## src/rtl/monolith_stream_pkg.sv

```systemverilog
// Shared types and helpers for the Monolith stream front-end.
// Holds the FSM encoding and the Mersenne prime helper.
package monolith_stream_pkg;

    typedef logic [63:0] word_t;

    typedef enum logic [1:0] {
        LOAD,
        START,
        WAIT,
        DRAIN
    } fsm_state_e;

    function automatic word_t mersenne_prime(input int w);
        word_t one;
        one = 64'd1;
        return (one << w) - one;
    endfunction

endpackage

```

## src/rtl/mersenne_reduce.sv

```systemverilog
// Folds a DATA_W-bit word into the field GF(2^WORD_W - 1).
// The result is always strictly below the prime.
module mersenne_reduce
    import monolith_stream_pkg::*;
#(
    parameter int DATA_W = 32,
    parameter int WORD_W = 31
) (
    input  logic [DATA_W-1:0] x,
    output logic [WORD_W-1:0] y
);

    localparam logic [WORD_W:0] P = (WORD_W+1)'(mersenne_prime(WORD_W));

    logic [WORD_W:0] lo;
    logic [WORD_W:0] hi;
    logic [WORD_W:0] r0;
    logic [WORD_W:0] r1;
    logic [WORD_W:0] r2;

    assign lo = {1'b0, x[WORD_W-1:0]};

    generate
        if (DATA_W > WORD_W) begin : g_hi
            assign hi = (WORD_W+1)'(x[DATA_W-1:WORD_W]);
        end else begin : g_nohi
            assign hi = '0;
        end
    endgenerate

    // Fold high part onto low part, then up to two conditional subtracts.
    always_comb begin
        r0 = lo + hi;
        r1 = (r0 >= P) ? r0 - P : r0;
        r2 = (r1 >= P) ? r1 - P : r1;
        y  = r2[WORD_W-1:0];
    end

endmodule

```

## src/rtl/monolith_stream_wrapper.sv

```systemverilog
// AXI-Stream framing around the Monolith hash core.
// Loads one state, launches the core, drains the digest words.
module monolith_stream_wrapper
    import monolith_stream_pkg::*;
#(
    parameter int DATA_W      = 32,
    parameter int WORD_W      = 31,
    parameter int STATE_WORDS = 16,
    parameter int OUT_WORDS   = 16
) (
    input  logic                                clk,
    input  logic                                reset,
    input  logic [DATA_W-1:0]                   s_tdata,
    input  logic                                s_tvalid,
    output logic                                s_tready,
    input  logic                                s_tlast,
    output logic [WORD_W-1:0]                   m_tdata,
    output logic                                m_tvalid,
    input  logic                                m_tready,
    output logic                                m_tlast,
    output logic [STATE_WORDS-1:0][WORD_W-1:0]  core_state_in,
    output logic                                core_start,
    input  logic [STATE_WORDS-1:0][WORD_W-1:0]  core_state_out,
    input  logic                                core_done,
    output logic                                err_short,
    output logic                                err_long
);

    localparam int IDX_W = (STATE_WORDS > 1) ? $clog2(STATE_WORDS) : 1;
    localparam logic [IDX_W-1:0] IN_LAST  = IDX_W'(STATE_WORDS - 1);
    localparam logic [IDX_W-1:0] OUT_LAST = IDX_W'(OUT_WORDS - 1);

    fsm_state_e state;
    fsm_state_e state_nx;

    logic                               armed;
    logic [IDX_W-1:0]                   in_idx;
    logic [IDX_W-1:0]                   out_idx;
    logic [STATE_WORDS-1:0][WORD_W-1:0] in_buf;
    logic [STATE_WORDS-1:0][WORD_W-1:0] out_buf;
    logic [WORD_W-1:0]                  s_word;
    logic                               s_fire;
    logic                               m_fire;
    logic                               in_at_end;
    logic                               out_at_end;
    logic                               frame_end;

    mersenne_reduce #(
        .DATA_W (DATA_W),
        .WORD_W (WORD_W)
    ) u_reduce (
        .x (s_tdata),
        .y (s_word)
    );

    assign core_state_in = in_buf;

    // Handshake qualifiers and stream outputs decoded from the state.
    always_comb begin
        s_tready   = (state == LOAD) && armed;
        m_tvalid   = (state == DRAIN);
        core_start = (state == START);
        in_at_end  = (in_idx == IN_LAST);
        out_at_end = (out_idx == OUT_LAST);
        m_tlast    = m_tvalid && out_at_end;
        m_tdata    = m_tvalid ? out_buf[out_idx] : '0;
        s_fire     = s_tvalid && s_tready;
        m_fire     = m_tvalid && m_tready;
        frame_end  = s_fire && (s_tlast || in_at_end);
    end

    // Next-state selection for load / start / wait / drain.
    always_comb begin
        state_nx = state;
        case (state)
            LOAD:    if (frame_end) state_nx = START;
            START:   state_nx = WAIT;
            WAIT:    if (core_done) state_nx = DRAIN;
            DRAIN:   if (m_fire && out_at_end) state_nx = LOAD;
            default: state_nx = LOAD;
        endcase
    end

    // State register; armed keeps s_tready low until the first edge.
    always_ff @(posedge clk or negedge reset) begin
        if (!reset) begin
            state <= LOAD;
            armed <= 1'b0;
        end else begin
            state <= state_nx;
            armed <= 1'b1;
        end
    end

    // Input buffer fill, zero padding of short frames, sticky errors.
    always_ff @(posedge clk or negedge reset) begin
        if (!reset) begin
            in_idx    <= '0;
            in_buf    <= '0;
            err_short <= 1'b0;
            err_long  <= 1'b0;
        end else if (s_fire) begin
            in_buf[in_idx] <= s_word;
            in_idx <= frame_end ? '0 : in_idx + 1'b1;
            if (s_tlast && !in_at_end) begin
                err_short <= 1'b1;
                for (int i = 0; i < STATE_WORDS; i++) begin
                    if (IDX_W'(i) > in_idx) in_buf[i] <= '0;
                end
            end
            if (!s_tlast && in_at_end) err_long <= 1'b1;
        end
    end

    // Digest capture on core completion and output word walk.
    always_ff @(posedge clk or negedge reset) begin
        if (!reset) begin
            out_buf <= '0;
            out_idx <= '0;
        end else if ((state == WAIT) && core_done) begin
            out_buf <= core_state_out;
            out_idx <= '0;
        end else if (m_fire && !out_at_end) begin
            out_idx <= out_idx + 1'b1;
        end
    end

endmodule

```

## config.mk

```make
export PLATFORM = sky130hd
export DESIGN_NAME = monolith_stream_wrapper
export DESIGN_NICKNAME = d
export VERILOG_FILES = /design/src/rtl/monolith_stream_pkg.sv /design/src/rtl/mersenne_reduce.sv /design/src/rtl/monolith_stream_wrapper.sv
export SDC_FILE = /design/constraint.sdc
export NUM_CORES = 2
export LEC_CHECK = 0
export BUFFER_PORTS_ARGS = -buffer_cell sky130_fd_sc_hd__buf_2
export CORE_AREA = 2 2 414 416
export CTS_CLUSTER_SIZE = 25
export DETAILED_ROUTE_END_ITERATION = 6
export DIE_AREA = 0 0 416 418
export GPL_TIMING_DRIVEN = 0
export SETUP_SLACK_MARGIN = 0.15
export SYNTH_ARGS = -nofsm -noshare
export SYNTH_HDL_FRONTEND = slang
export SYNTH_SLANG_ARGS = --single-unit
```

## constraint.sdc

```tcl
create_clock -name clk -period 8.4 [get_ports clk]
set_clock_uncertainty 0.1 [all_clocks]
set_input_delay 0.42 -clock clk [delete_from_list [all_inputs] [get_ports clk]]
set_output_delay 0.42 -clock clk [all_outputs]
set_load 0.005 [all_outputs]
```

==> metrics <==
status finished, final reports clean; global-route wire length before repair 262 mm; Vias/cell 4.80; fin nets 5297; DP Area 0.0503 sq mm; Data arrival, critical path 6.41 ns; grt total ovfl 0; H-tree Lvls 3; TritonCTS clock tree built; Static Leakage 27.3 nW; top cell type's share of synthesized area 59.9%; fmax 168 MHz; Rows 151; Finished Cell Area 0.0591 sq mm; PwrDens 326 mW/mm^2; Req. time, crit path 8.87 ns; worst min path class in2reg; Slew HR 1.16%; drt total wl 186 mm; top cells by area, synth dfrtp_1 (60%), mux2_2 (14%), mux4_2 (8.3%); Synthesized Nets 3618; ys async rst share 100%; core area 0.169 sq mm; WL per Instance 26.2 um; Seq/Total Area, Yosys 59.9%; GR Util All Layers 20.9%; VDD IR-drop max 214 uV; Hold Path Stages 3; initial antenna violation count 34; antenna viol nets, final 0; worst slew pin tran 1.48 ns; Yosys cell types 68; Final period util 70.7%; Worst R2R End core_state_in[18]; final hold viol count 0; share of cells above drive strength 1 40.5%; flop2flop setup slack 3.97 ns; Area Growth Syn to Fin 40.7%; post-synth top area cell dfrtp_1; CP Capture Type flip-flop; Skew-Pair Late Insertion Delay 0.75 ns; Final Slew Violations 0; flops & latches, synth 1005; clk buf depth 3; Num Clock Sinks 1005; synthesized area per cell 13.7 sq um; most frequent cell after synthesis dfrtp_1; initial DRC count 2627; Residual DRC 0; Die Height 418 um; crit path from s_tdata[16]; RSZ-0062 raised after global routing false; I/O pin count 1067; Setup Viol. Count Final 0; Port Buf Inserts 1061; DIE AREA 0.174 sq mm; CTS root buffer clkbuf_16; Crit Path Max Fanout 10; top post-synthesis cells by count dfrtp_1 (1005), mux2_2 (505), nand2_1 (365); WHS 0.114 ns; minimum clock period 5.94 ns; Setup TNS 0 ns; EDFF count, synth 0; Worst Min Path Start s_tdata[20]; Syn Inst Count 3070; Cell Area, Synth 0.0420 sq mm; Yosys warnings 0; Starting Density 24.8%; reg2reg path depth 9; Chip Width 416 um; Hold Path End core_state_in[20]; reg2reg start state[0]; predominant post-synthesis flop cell dfrtp_1; startpoint class of the critical path primary input; vias in the first global route 36000; max-cap viol count 0; Placer Congestion 0.890; DRT Pass-1 Iters 7; DP HPWL 140 mm; Crit Path Class in2reg; pin count of the biggest net entering global routing 166; CTS buffer count 109; vias post-DR 34100; Clock Pin Slew Worst Setup and Hold Paths 0.06 ns
[layer usage]
layer  GRT usage [%]  share of wire (%)  up-vias
met5               0              0.031        -
met4            9.86                5.0        8
met3            4.44                6.0      391
met2            39.4                 54     1498
li1                -                  -    14500
met1            21.9                 35    17600
[final cells by class]
class / instances / area, sq um
timing repair buffer: 1568 / 10500
clock buffer: 156 / 3150
inverter: 8 / 30.0
tap: 2218 / 2780
fill: 16400 / 110000
buffer: 232 / 927
antenna: 32 / 80.1
multi-input combinational: 1825 / 15900
clock inverter: 45 / 562
sequential: 1005 / 25100
[cells in the final DEF (no fill, tap or decap), types with 7 or more instances in the layout]
master         netlist  layout
clkbuf_16            0     109
nand4_1             21      21
clkinv_2             0      22
a22o_1             199     199
nor2b_1              7       7
clkbuf_8             0      25
nand3_1             23      23
o21ai_0            295     295
buf_1               10       8
dlygate4sd3_1        0     501
inv_1                8       8
and2_1              42      42
a21oi_1              9       9
xor2_1              15      15
o21ai_1             10       8
o31ai_1              9       9
dfrtp_1           1005    1005
bufinv_16            0       9
buf_2               17    1079
mux4_2             155     155
ha_1                14      14
nor3_1              13      13
diode_2              0      32
xnor2_1             19      18
nand2_1            365     365
and3_1              14      14
clkbuf_1           198     216
mux2_2             505     505
nor2_1              35      35
[how the worst max path moves through the flow]
stage / endpoint / slack, ns / cells past startpoint
floorplan: core_state_in[101] / 3.99 / 18
global placement: out_buf[408] / -15.24 / 1
detailed placement: core_state_in[137] / 1.79 / 18
CTS: m_tdata[29] / 2.00 / 7
global route: m_tdata[29] / 2.08 / 7
finish: core_state_in[137] / 2.46 / 18
[critical path, stage by stage]
cell and delay [ns]:
dlygate4sd3_1 0.53, buf_2 0.13, nand4_1 0.10, or3_1 0.45, nor2_1 0.37, nand4_1 0.24
nor2_1 0.51, a31oi_4 0.11, xnor2_2 0.28, ha_1 0.24, nand4_1 0.10, nor4_1 0.44
nand3_1 0.22, nor3_1 0.29, a32oi_2 0.20, nand2_1 0.64, clkbuf_1 0.86, o21ai_0 0.24
[sequential cells by signal, summed over array words and instances, names as in the netlist, named ones only]
signal	cells
out_idx	4
err_short	1
state	2
err_long	1
armed	1
core_state_in	481
in_idx	4
out_buf	496
[repair_timing]
| item | CTS | global route |
|---|---|---|
| setup endpoints to repair | 0 | 0 |
| buffers inserted | 0 | 0 |
| gates resized for setup | 0 | 0 |
| endpoints found under the hold margin | 612 | 0 |
| hold buffers | 501 | 0 |
[stage by stage]
stage / instances / worst slack (ns) / total power [mW] / util (%)
after floorplan: 3070 / 3.99 / 11.2 / -
after global placement: 6349 / -15.24 / 14.0 / 29.6
after detailed placement: 6355 / 1.79 / 14.2 / 29.7
after CTS: 7057 / 2.00 / 19.4 / 34.9
after global routing: 7084 / 2.08 / 20.2 / 34.9
final: 7089 / 2.46 / 19.3 / 35.0
[kinds of logic (layout without fill, tap and decap cells)]
| family | Yosys count | after routing | synth area share (%) |
|---|---|---|---|
| AO/OA/AOI/OAI | 558 | 558 | 8.81 |
| flip-flops | 1005 | 1005 | 59.9 |
| XOR/XNOR | 35 | 35 | 0.748 |
| multiplexers | 663 | 663 | 21.9 |
| adder cells (fa/ha/maj) | 14 | 14 | 0.417 |
| other | 1 | 33 | 0.00893 |
| buffers and inverters | 240 | 2009 | 2.26 |
| AND/OR/NAND/NOR | 554 | 554 | 5.94 |
[power breakdown]
group	switching (mW)	internal [mW]	leakage, nW
combinational	3.07	3.43	12.6
sequential	1.08	6.68	12.8
clock	2.12	2.90	1.83
(Power assumes the default switching activity.)
